## config.mk

```make
export PLATFORM = sky130hd
export DESIGN_NAME = uart_tx_ctrl
export DESIGN_NICKNAME = d
export VERILOG_FILES = /design/src/rtl/uart_tx_pkg.sv /design/src/rtl/uart_tx_serializer.sv /design/src/rtl/uart_tx_ctrl.sv
export SDC_FILE = /design/constraint.sdc
export NUM_CORES = 1
export LEC_CHECK = 0
export CAP_MARGIN = 20
export CORE_MARGIN = 1
export CORE_UTILIZATION = 45
export DETAILED_ROUTE_END_ITERATION = 6
export HOLD_SLACK_MARGIN = 0.02
export PLACE_DENSITY = 0.7
export SETUP_SLACK_MARGIN = 0.1
export SLEW_MARGIN = 20
export SYNTH_ARGS = -nofsm -noshare
export SYNTH_HDL_FRONTEND = slang
export SYNTH_SLANG_ARGS = --single-unit
```

## constraint.sdc

```tcl
create_clock -name CLK -period 1.4 [get_ports CLK]
set_input_delay 0.28 -clock CLK [delete_from_list [all_inputs] [get_ports CLK]]
set_output_delay 0.28 -clock CLK [all_outputs]
set_load 0.03 [all_outputs]
```

## src/rtl/uart_tx_pkg.sv

```systemverilog
// Shared definitions for the UART transmit controller: FSM state encoding,
// bit-source select codes and the line-level bit mux.
package uart_tx_pkg;

  localparam logic [2:0] ST_IDLE   = 3'd0;
  localparam logic [2:0] ST_START  = 3'd1;
  localparam logic [2:0] ST_DATA   = 3'd2;
  localparam logic [2:0] ST_PARITY = 3'd3;
  localparam logic [2:0] ST_STOP   = 3'd4;

  typedef enum logic [2:0] {
    S_IDLE   = ST_IDLE,
    S_START  = ST_START,
    S_DATA   = ST_DATA,
    S_PARITY = ST_PARITY,
    S_STOP   = ST_STOP
  } state_e;

  localparam logic [1:0] SEL_START = 2'd0;
  localparam logic [1:0] SEL_STOP  = 2'd1;
  localparam logic [1:0] SEL_DATA  = 2'd2;
  localparam logic [1:0] SEL_PAR   = 2'd3;

  // Any select code outside the three active sources drives the idle level.
  function automatic logic tx_bit_mux(input logic [1:0] sel,
                                      input logic       data_bit,
                                      input logic       par_bit);
    case (sel)
      SEL_START: return 1'b0;
      SEL_DATA:  return data_bit;
      SEL_PAR:   return par_bit;
      default:   return 1'b1;
    endcase
  endfunction

endpackage

```

## src/rtl/uart_tx_serializer.sv

```systemverilog
// Data shift register and bit counter for one UART frame; done_o flags the
// last data bit so the controller can leave the DATA state.
module uart_tx_serializer
  import uart_tx_pkg::*;
#(
  parameter int DATA_WIDTH = 8
) (
  input  logic                  clk_i,
  input  logic                  rst_n_i,
  input  logic                  load_i,
  input  logic [DATA_WIDTH-1:0] data_i,
  input  logic                  clr_i,
  input  logic                  shift_i,
  output logic                  bit_o,
  output logic                  done_o
);

  localparam int CNT_W = (DATA_WIDTH > 1) ? $clog2(DATA_WIDTH) : 1;

  logic [DATA_WIDTH-1:0] shift_q, shift_d;
  logic [CNT_W-1:0]      cnt_q, cnt_d;

  always_comb begin
    shift_d = shift_q;
    cnt_d   = cnt_q;
    if (load_i) begin
      shift_d = data_i;
    end else if (shift_i) begin
      shift_d = shift_q >> 1;
    end
    if (clr_i) begin
      cnt_d = '0;
    end else if (shift_i) begin
      cnt_d = cnt_q + CNT_W'(1);
    end
  end

  always_ff @(posedge clk_i or negedge rst_n_i) begin
    if (!rst_n_i) begin
      shift_q <= '0;
      cnt_q   <= '0;
    end else begin
      shift_q <= shift_d;
      cnt_q   <= cnt_d;
    end
  end

  assign bit_o  = shift_q[0];
  assign done_o = (cnt_q == CNT_W'(DATA_WIDTH - 1));

endmodule

```

## src/rtl/uart_tx_ctrl.sv

```systemverilog
// UART transmit controller: frame FSM, latched parity configuration and the
// bit-source mux driving TX_OUT. One bit per CLK cycle.
module uart_tx_ctrl
  import uart_tx_pkg::*;
#(
  parameter int DATA_WIDTH = 8
) (
  input  logic                  CLK,
  input  logic                  RST,
  input  logic [DATA_WIDTH-1:0] P_DATA,
  input  logic                  DATA_VALID,
  input  logic                  PAR_EN,
  input  logic                  PAR_TYP,
  output logic                  TX_OUT,
  output logic                  BUSY,
  output logic [1:0]            MUX_SEL
);

  state_e state_q, state_d;
  logic   par_en_q, par_en_d;
  logic   par_typ_q, par_typ_d;
  logic   data_par_q, data_par_d;

  logic   load_w;
  logic   clr_w;
  logic   shift_w;
  logic   ser_bit_w;
  logic   ser_done_w;
  logic   par_bit_w;

  uart_tx_serializer #(
    .DATA_WIDTH(DATA_WIDTH)
  ) u_ser (
    .clk_i   (CLK),
    .rst_n_i (RST),
    .load_i  (load_w),
    .data_i  (P_DATA),
    .clr_i   (clr_w),
    .shift_i (shift_w),
    .bit_o   (ser_bit_w),
    .done_o  (ser_done_w)
  );

  // A new word is accepted only from IDLE or on the STOP edge (back-to-back).
  always_comb begin
    state_d    = state_q;
    par_en_d   = par_en_q;
    par_typ_d  = par_typ_q;
    data_par_d = data_par_q;
    load_w     = 1'b0;
    clr_w      = 1'b0;
    shift_w    = 1'b0;
    case (state_q)
      S_IDLE: begin
        if (DATA_VALID) begin
          load_w  = 1'b1;
          state_d = S_START;
        end
      end
      S_START: begin
        clr_w   = 1'b1;
        state_d = S_DATA;
      end
      S_DATA: begin
        shift_w = 1'b1;
        if (ser_done_w) begin
          state_d = par_en_q ? S_PARITY : S_STOP;
        end
      end
      S_PARITY: begin
        state_d = S_STOP;
      end
      S_STOP: begin
        if (DATA_VALID) begin
          load_w  = 1'b1;
          state_d = S_START;
        end else begin
          state_d = S_IDLE;
        end
      end
      default: begin
        state_d = S_IDLE;
      end
    endcase
    if (load_w) begin
      par_en_d   = PAR_EN;
      par_typ_d  = PAR_TYP;
      data_par_d = ^P_DATA;
    end
  end

  always_ff @(posedge CLK or negedge RST) begin
    if (!RST) begin
      state_q    <= S_IDLE;
      par_en_q   <= 1'b0;
      par_typ_q  <= 1'b0;
      data_par_q <= 1'b0;
    end else begin
      state_q    <= state_d;
      par_en_q   <= par_en_d;
      par_typ_q  <= par_typ_d;
      data_par_q <= data_par_d;
    end
  end

  // Select and BUSY depend on the state register alone, so TX_OUT only
  // changes as a function of flop outputs.
  always_comb begin
    MUX_SEL = SEL_STOP;
    BUSY    = 1'b0;
    case (state_q)
      S_START:  begin MUX_SEL = SEL_START; BUSY = 1'b1; end
      S_DATA:   begin MUX_SEL = SEL_DATA;  BUSY = 1'b1; end
      S_PARITY: begin MUX_SEL = SEL_PAR;   BUSY = 1'b1; end
      S_STOP:   begin MUX_SEL = SEL_STOP;  BUSY = 1'b1; end
      default:  begin MUX_SEL = SEL_STOP;  BUSY = 1'b0; end
    endcase
  end

  assign par_bit_w = data_par_q ^ par_typ_q;
  assign TX_OUT    = tx_bit_mux(MUX_SEL, ser_bit_w, par_bit_w);

endmodule

```

==> flow_metrics.py, run 1 <==
metrics = {
    "route": {
        "dr.first_iter.drc_count": 11,
        "via_count": 823,
        "drtAntennaViolNets": 0,
        "first_pass_iters": 4,
        "wl_mm": 2.36,
        "drc": 0,
        "wl_per_cell_um": 15.3,
        "vias_per_cell": 5.31,
    },
    "global_route": {
        "globalRouteTotalUtil_pct": 23.2,
        "grt_max_degree": 18,
        "antenna_found_initial": 0,
        "grt_overflow": 0,
        "grt_pass1_vias": 764,
        "grt_pass1_wl_mm": 3.48,
    },
    "critical_path": {
        "crit_fanout": 2,
        "startpoint_type": "flip-flop",
        "worstReg2RegEnd": "u_ser.shift_q[4]",
        "reg2reg_from": "state_q[1]",
        "cp.required_ps": 1120,
        "r2r_setup_slack_ps": -30,
        "critPathKind": "reg2out",
        "cp.arrival_ps": 1380,
        "endpoint_kind": "primary output",
        "r2r_cells": 6,
    },
    "logic_synthesis": {
        "synth-simple-area-share_pct": 9.99,
        "synthesis.area_um2": 927,
        "synth_top_family_by_area": "compound AO/OA/AOI/OAI gates",
        "synth_compound_gate_area_share_pct": 26.2,
        "syn_nets": 105,
        "ys_warn_count": 0,
        "yosys.area.top_type": "dfrtp_1",
        "avgSynthCellArea_um2": 10.3,
        "ys_seq_area_share_pct": 45.9,
        "syn_inst": 90,
        "ys_ff_latch": 17,
        "synth-xor-area-share_pct": 8.50,
        "synth_top_area_share_pct": 45.9,
        "yosys-top-cells-area": "dfrtp_1 (46%), o22a_1 (12%), xnor2_1 (8.5%)",
        "synth_fa_ha_area_share_pct": 2.70,
        "synth_mux_area_share_pct": 1.21,
        "synth.distinct_cells": 24,
    },
    "power": {
        "p_int_mw": 1.94,
        "p_clk_share_pct": 8.3,
        "sw_frac_of_total_pct": 39.1,
        "p_leak_nw": 0.609,
        "seqPwrFrac_pct": 28.1,
        "comb_power_share_pct": 63.5,
        "p_switching_mw": 1.24,
        "ir_drop_mv": 1.42,
        "p_per_area_nw_per_um2": 2230,
    },
    "die": {
        "io_pins": 17,
        "core_um2": 1940,
        "initial_core_util_pct": 47.7,
        "rows": 16,
        "die_y_um": 47.4,
        "die_w_um": 47.4,
        "die_area_um2": 2250,
    },
    "cells_and_area": {
        "final_cell_mix": "dfrtp_1 (16), o22a_1 (13), buf_4 (13)",
        "diodes": 0,
        "final_common_cell": "dfrtp_1",
        "fin_nets": 144,
        "drive_gt1_share_pct": 38.3,
        "post-route-util_pct": 73.6,
        "area.growth.synth_to_final_pct": 54.1,
        "fin_cells": 155,
    },
    "clock_tree": {
        "cts_buffers": 3,
        "cts_sinks": 17,
        "root_buffer": "clkbuf_4",
        "cts_hold_buf": 0,
        "clk_latency_ps": 300,
        "clock_path_buffers": 2,
        "cts_tree": "built",
        "clk_pin_slew_ps": 100,
        "cts.htree.levels": 1,
    },
    "timing": {
        "finalClockSkew_ps": 9.27,
        "finalHoldViolCount": 0,
        "rsz0062_at_grt": "yes",
        "slew_headroom_pct": 83.6,
        "worst_pin_slew_ps": 244,
        "setup_slack_ps": -258,
        "achievable-frequency_ghz": 0.603,
        "slew_viol_final": 0,
        "setup_viol_count_final": 7,
        "finalCritPeriodShare_pct": 118,
        "fin_crit_ps": 1660,
    },
    "status": {
        "violations": "setup timing",
        "status": "finished, violations left",
    },
    "placement": {
        "dp.cells": 144,
        "place_hpwl_mm": 1.52,
        "port_buffers": 16,
        "gp_congestion": 0.832,
    },
    "flow_run": {
        "drv_cap": 0,
    },
    "hold_path": {
        "min_path_type": "in2async",
    },
}
-- sequential cells by signal, summed over array words and instances (netlist names) --
register and cells:
u_ser.shift_q 8, state_q 3, u_ser.cnt_q 3, data_par_q 1, par_en_q 1, par_typ_q 1
-- synthesized netlist by cell type, drive strengths merged --
library cell / instances
or2: 2
nor3: 2
a21oi: 8
a2bb2oi: 1
o22ai: 1
inv: 5
a21o: 3
o21ai: 5
a22oi: 2
ha: 2
nor2: 5
dfrtp: 17
nand2: 7
mux2: 1
o22a: 13
nand3: 1
nand2b: 2
xnor2: 9
buf: 4
-- cell families (layout without fill, tap and decap cells) --
family,after synthesis,in the layout
AO/OA/AOI/OAI,33,33
AND/OR/NAND/NOR,19,19
flip-flops,17,17
XOR/XNOR,9,9
buffers and inverters,9,47
adder cells (fa/ha/maj),2,2
multiplexers,1,1
-- layout make-up --
class                   count  area (um2)
clock buffers               4        26.3
fillers                   149         513
inverters                   5        22.5
multi-input cells          64         526
flip-flops and latches     17         427
well taps                  27        33.8
repair buffers             38         394
-- power groups by stage --
stage	clock network (mW)	logic [mW]	registers, mW
after floorplan	0	1.06	0.863
after global placement	0	1.47	0.878
after detailed placement	0	1.50	0.895
after CTS	0.273	1.94	0.886
after global routing	0.297	2.15	0.914
final	0.265	2.02	0.895
-- worst max-delay path: stages, from the launching register on --
cell      delay, ps
dfrtp_1         390
nand2b_4        150
or2_4           230
a21o_4          200
buf_6           130
-- worst max path at each step --
| stage | startpoint | to | slack (ps) | cells past startpoint |
|---|---|---|---|---|
| floorplan | state_q[0] | TX_OUT | 120 | 3 |
| global placement | state_q[0] | TX_OUT | -370 | 4 |
| detailed placement | state_q[0] | TX_OUT | -400 | 4 |
| CTS | state_q[0] | TX_OUT | -270 | 4 |
| global route | state_q[0] | TX_OUT | -300 | 4 |
| finish | state_q[0] | TX_OUT | -260 | 4 |
-- layer usage --
layer	global-route usage (%)	vias to the layer above	routed length, um
li1	-	404	-
met1	29.7	391	989
met2	36.7	20	1210
met3	8.46	8	108
met4	6.86	0	55
met5	0	-	0
-- through the flow --
step           TNS, ps  instance area [um2]  power [mW]  hold slack (ps)  worst slack [ps]
2_1_floorplan        0                  957        1.93            -15.6               123
3_3_place_gp     -1280                 1220        2.35              483              -374
3_5_place_dp     -1490                 1220        2.40              482              -398
4_1_cts           -895                 1410        3.10              298              -268
5_1_grt          -1160                 1430        3.36              316              -304
6_report          -875                 1430        3.18              294              -258
-- what timing repair did --
item | CTS | global route
resized for setup | 29 | 7
setup endpoints to repair | 18 | 16
gates cloned | 1 | 0
hold endpoints to repair | 0 | 0
buffers inserted | 6 | 1
pin swaps | 11 | 2
(Power assumes the default switching activity.)
==> run 2, diff against run 1 <==
- clock period: 1.4 -> 1.6 ns (I/O delays scaled with it)
==> run 2 against run 1 <==
Effect of this change:
- critical endpoint unchanged
- worst hold slack better by 42 ps
- utilization down 11 points
- the flow still finishes with violations (setup timing)
- design area decreased by 14%
- clock power is 10% lower
- register-to-register slack improved by 240 ps
- non-clock buffer count decreased by 12
==> flow_metrics.py, run 2 (same netlist as run 1, synthesis figures left out) <==
metrics = {
    "timing": {
        "rsz0062_at_grt": "yes",
        "achievable-frequency_ghz": 0.592,
        "setup_slack_ps": -88.8,
        "tns_ps": -98.6,
        "setup_viol_count_final": 2,
        "finalClockSkew_ps": 3.14,
        "finalHoldViolCount": 0,
        "worst_pin_slew_ps": 232,
        "fin_crit_ps": 1690,
        "slew_headroom_pct": 84.5,
        "finalCritPeriodShare_pct": 106,
        "slew_viol_final": 0,
    },
    "route": {
        "wl_per_cell_um": 13.3,
        "wl_mm": 1.90,
        "via_count": 758,
        "drtAntennaViolNets": 0,
        "drc": 0,
        "first_pass_iters": 4,
        "dr.first_iter.drc_count": 6,
        "vias_per_cell": 5.30,
    },
    "critical_path": {
        "r2r_cells": 6,
        "endpoint_kind": "primary output",
        "crit_chain": "nand2b_4 -> or2_4 -> a21o_1 -> buf_6",
        "max_stage_delay_ps": 400,
        "critPathBufInv": 1,
        "reg2reg_from": "state_q[1]",
        "cp.required_ps": 1280,
        "worstReg2RegEnd": "u_ser.shift_q[4]",
        "cp.arrival_ps": 1370,
        "startpoint_type": "flip-flop",
        "crit_fanout": 2,
        "crit_family": "flip-flops",
        "critPathKind": "reg2out",
        "worst_path_max_delay_cell": "dfrtp_1",
        "r2r_setup_slack_ps": 210,
    },
    "clock_tree": {
        "cts_hold_buf": 0,
        "cts.htree.levels": 1,
        "clk_latency_ps": 290,
        "root_buffer": "clkbuf_4",
        "clk_pin_slew_ps": 100,
        "cts_sinks": 17,
        "clock_path_buffers": 2,
        "cts_tree": "built",
        "cts_buffers": 3,
    },
    "power": {
        "power_mw": 2.35,
        "p_switching_mw": 0.934,
        "p_per_area_nw_per_um2": 1920,
        "p_clk_share_pct": 10.1,
        "seqPwrFrac_pct": 32.6,
        "p_int_mw": 1.41,
        "p_leak_nw": 0.518,
        "comb_power_share_pct": 57.3,
        "sw_frac_of_total_pct": 39.8,
        "ir_drop_mv": 1.05,
    },
    "die": {
        "die_area_um2": 2250,
        "die_y_um": 47.4,
        "io_pins": 17,
        "rows": 16,
        "die_w_um": 47.4,
        "initial_core_util_pct": 47.7,
        "core_um2": 1940,
    },
    "cells_and_area": {
        "fin_nets": 132,
        "stdcell_area_um2": 1220,
        "fin_cells": 143,
        "fill_cells": 172,
        "area.growth.synth_to_final_pct": 32.1,
        "drive_gt1_share_pct": 25.9,
        "post-route-util_pct": 63.1,
        "top_regs": "u_ser.shift_q: 8 flops, state_q: 3 flops, u_ser.cnt_q: 3 flops",
        "final_common_cell": "dfrtp_1",
        "diodes": 0,
        "top_register": "u_ser.shift_q",
        "final_cell_mix": "dfrtp_1 (16), o22a_1 (13), clkdlybuf4s50_1 (12)",
        "largest_register_ff_count": 8,
    },
    "status": {
        "status": "finished, violations left",
        "violations": "setup timing",
    },
    "placement": {
        "place_hpwl_mm": 1.38,
        "place_area_um2": 1150,
        "port_buffers": 16,
        "dp.cells": 138,
        "gp_congestion": 0.772,
    },
    "global_route": {
        "grt_max_degree": 22,
        "grt_overflow": 0,
        "grt_pass1_wl_mm": 3.06,
        "grt_pass1_vias": 722,
        "globalRouteTotalUtil_pct": 19.6,
        "antenna_found_initial": 0,
    },
    "hold_path": {
        "min_path_type": "in2async",
    },
    "flow_run": {
        "drv_cap": 0,
    },
}
==> run 2: cell count changes in the layout (fill, tap and decap cells not counted), moves of 2 or more <==
cell,delta
buf_6,-6
buf_4,-4
a21oi_1,+2
a21oi_2,-2
nor2_4,-2
o21ai_0,+2
o21ai_1,-2
==> run 2: power by group through the flow <==
| stage | registers, mW | clock network, mW | logic, mW |
|---|---|---|---|
| detailed placement | 0.762 | 0 | 1.22 |
| finish | 0.765 | 0.238 | 1.34 |
| global route | 0.788 | 0.250 | 1.47 |
| global placement | 0.752 | 0 | 1.20 |
| floorplan | 0.745 | 0 | 0.865 |
| CTS | 0.763 | 0.238 | 1.36 |
==> run 2: layer usage <==
metal | wire length, um | part of all wire (%) | GRT usage, % | vias to the layer above
li1 | - | - | - | 374
met1 | 840 | 44 | 25.8 | 367
met2 | 1000 | 53 | 33.7 | 15
met3 | 53 | 2.8 | 2.31 | 2
met4 | 9 | 0.47 | 5.14 | 0
met5 | 0 | 0 | 0 | -
==> run 2: repair_timing <==
action,4_1_cts,5_1_grt
resized for setup,20,0
gates cloned,0,0
endpoints found under the hold margin,0,0
setup endpoints to repair,4,4
setup buffers,1,0
pin swaps,2,1
==> run 2: how the worst max path moves through the flow <==
stage          startpoint      to  slack (ps)  cells past startpoint
2_1_floorplan  state_q[0]  TX_OUT         210                      3
3_3_place_gp   state_q[0]  TX_OUT        -220                      4
3_5_place_dp   state_q[0]  TX_OUT        -240                      4
4_1_cts        state_q[0]  TX_OUT        -110                      4
5_1_grt        state_q[0]  TX_OUT        -150                      4
6_report       state_q[0]  TX_OUT         -90                      4
==> run 2: layout make-up <==
class,count,area (um2),area share [%]
inverters,5,21.3,1.74
repair buffers,26,244,19.9
flip-flops and latches,17,427,34.8
well taps,27,33.8,2.76
multi-input cells,64,473,38.6
clock buffers,4,26.3,2.15
==> run 2: metrics by stage <==
step	hold WS, ps	setup slack [ps]
after floorplan	24.4	214
after global placement	479	-222
after detailed placement	480	-238
after CTS	342	-110
after global routing	382	-146
final	336	-88.8
==> run 3, diff against run 2 <==
--- a/config.mk
+++ b/config.mk
@@ -8,8 +8,7 @@
 export CAP_MARGIN = 20
 export CORE_MARGIN = 1
-export CORE_UTILIZATION = 45
+export CORE_UTILIZATION = 25
 export DETAILED_ROUTE_END_ITERATION = 6
 export HOLD_SLACK_MARGIN = 0.02
-export PLACE_DENSITY = 0.7
 export SETUP_SLACK_MARGIN = 0.1
 export SLEW_MARGIN = 20
==> constraint.sdc (replaced) <==
create_clock -name CLK -period 1.6 [get_ports CLK]
set_input_delay 0.48 -clock CLK [delete_from_list [all_inputs] [get_ports CLK]]
set_output_delay 0.48 -clock CLK [all_outputs]
set_load 0.03 [all_outputs]
==> run 3 against run 2 <==
Effect of this change:
- the run still ends with setup timing left
- critical path depth did not move
- critical endpoint unchanged
- die area rose by 76%
- design area rose by 17%
- sequential cell count did not move
- count of clock-buffer cells in the layout fell by 1
- non-clock buffer count rose by 10
- sequential power rose by 1%
- clock power rose by 40%
- setup slack got worse by 140 ps
- critical path type unchanged
==> flow_metrics.py, run 3 (same netlist as run 1, synthesis figures left out) <==
metrics = {
    "status": {
        "status": "finished, violations left",
        "violations": "setup timing",
    },
    "timing": {
        "slew_viol_final": 0,
        "finalClockSkew_ps": 9.71,
        "fin_crit_ps": 1830,
        "achievable-frequency_ghz": 0.548,
        "whs_ps": 499,
        "tns_ps": -543,
        "setup_slack_ps": -225,
        "finalHoldViolCount": 0,
        "rsz0062_at_grt": "yes",
        "finalCritPeriodShare_pct": 114,
        "worst_pin_slew_ps": 231,
        "slew_headroom_pct": 84.6,
        "setup_viol_count_final": 4,
    },
    "critical_path": {
        "r2r_setup_slack_ps": 140,
        "max_stage_delay_ps": 390,
        "startpoint_type": "flip-flop",
        "reg2reg_from": "state_q[0]",
        "crit_family": "flip-flops",
        "critPathBufInv": 1,
        "cp.arrival_ps": 1350,
        "crit_chain": "nand2b_4 -> or2_4 -> a21o_4 -> buf_6",
        "endpoint_kind": "primary output",
        "worst_path_max_delay_cell": "dfrtp_1",
        "worstReg2RegEnd": "par_typ_q",
        "crit_fanout": 2,
        "r2r_cells": 5,
        "cp.required_ps": 1120,
        "critPathKind": "reg2out",
    },
    "die": {
        "die_w_um": 62.9,
        "die_area_um2": 3960,
        "die_y_um": 62.9,
        "io_pins": 17,
        "core_um2": 3440,
        "rows": 21,
        "initial_core_util_pct": 26.9,
    },
    "power": {
        "p_per_area_nw_per_um2": 1920,
        "ir_drop_mv": 0.553,
        "power_mw": 2.75,
        "p_leak_nw": 0.620,
    },
    "clock_tree": {
        "cts.htree.levels": 1,
        "cts_sinks": 17,
        "root_buffer": "clkbuf_8",
        "clk_latency_ps": 260,
        "cts_buffers": 3,
        "clock_path_buffers": 2,
        "cts_tree": "built",
        "clk_pin_slew_ps": 80,
        "cts_hold_buf": 0,
    },
    "hold_path": {
        "hp-start": "u_ser.shift_q[4]",
        "min_path_type": "reg2reg",
        "whs_path_depth": 1,
        "min_to": "u_ser.shift_q[4]",
    },
    "cells_and_area": {
        "fin_cells": 172,
        "diodes": 0,
        "seqCellArea_um2": 427,
        "final_cell_mix": "dfrtp_1 (16), buf_4 (14), o22a_1 (13)",
        "area.growth.synth_to_final_pct": 54.3,
        "final_common_cell": "dfrtp_1",
        "top_regs": "u_ser.shift_q: 8 flops, state_q: 3 flops, u_ser.cnt_q: 3 flops",
        "fill_cells": 352,
        "drive_gt1_share_pct": 34.1,
        "largest_register_ff_count": 8,
        "post-route-util_pct": 41.5,
        "top_register": "u_ser.shift_q",
        "fin_nets": 142,
        "multi_input_area_um2": 508,
    },
    "route": {
        "wl_per_cell_um": 13.3,
        "drc": 0,
        "drtAntennaViolNets": 0,
        "vias_per_cell": 4.72,
        "via_count": 812,
        "wl_mm": 2.29,
        "dr.first_iter.drc_count": 40,
        "first_pass_iters": 4,
    },
    "placement": {
        "place_hpwl_mm": 1.55,
        "port_buffers": 16,
        "gp_congestion": 0.767,
        "dp.cells": 159,
    },
    "global_route": {
        "grt_overflow": 0,
        "grt_pass1_wl_mm": 4.07,
        "grt_max_degree": 18,
        "globalRouteTotalUtil_pct": 13.1,
        "grt_pass1_vias": 891,
        "antenna_found_initial": 0,
    },
    "flow_run": {
        "drv_cap": 0,
    },
}
-- run 3: metrics by stage --
stage	instance area (um2)	setup WS (ps)
6_report	1430	-225
3_3_place_gp	1210	-428
2_1_floorplan	950	56.7
4_1_cts	1420	-217
3_5_place_dp	1210	-447
5_1_grt	1430	-258
-- run 3: how the worst max path moves through the flow --
stage | start | end | slack, ps | cells past startpoint
floorplan | state_q[1] | TX_OUT | 60 | 3
finish | state_q[0] | TX_OUT | -230 | 4
global placement | state_q[0] | TX_OUT | -430 | 4
detailed placement | state_q[0] | TX_OUT | -450 | 4
CTS | state_q[0] | TX_OUT | -220 | 4
global route | state_q[0] | TX_OUT | -260 | 4
-- run 3: what timing repair did --
action	4_1_cts	5_1_grt
pin swaps	3	5
endpoints found under the hold margin	0	0
setup endpoints to repair	4	12
setup buffers	8	0
gates resized for setup	25	5
gates cloned	1	0
-- run 3: worst reg2reg max path: stages (launching register included) --
cell     delay [ps]
dfrtp_1         390
buf_4           150
buf_12          120
buf_6           140
nor3_4          240
mux2_4          320
-- run 3: layer usage --
metal	global-route usage [%]	share of wire (%)	vias up
met5	0	0	-
met1	15.6	44	398
met2	23.3	52	17
li1	-	-	393
met3	4.01	3.7	4
met4	1.74	0.44	0
-- run 3: layout make-up --
cell class	count	share of cell area, %
Timing Repair Buffer	36	25.9
Multi-Input combinational cell	64	35.5
Clock inverter	1	0.350
Sequential cell	17	29.8
Clock buffer	3	2.89
Tap cell	46	4.02
Inverter	5	1.49
-- run 3: power by group --
group	total [mW]	switching [mW]	internal, mW
logic	1.64	0.739	0.903
registers	0.773	0.139	0.634
clock network	0.333	0.160	0.173
total	2.75	1.04	1.71
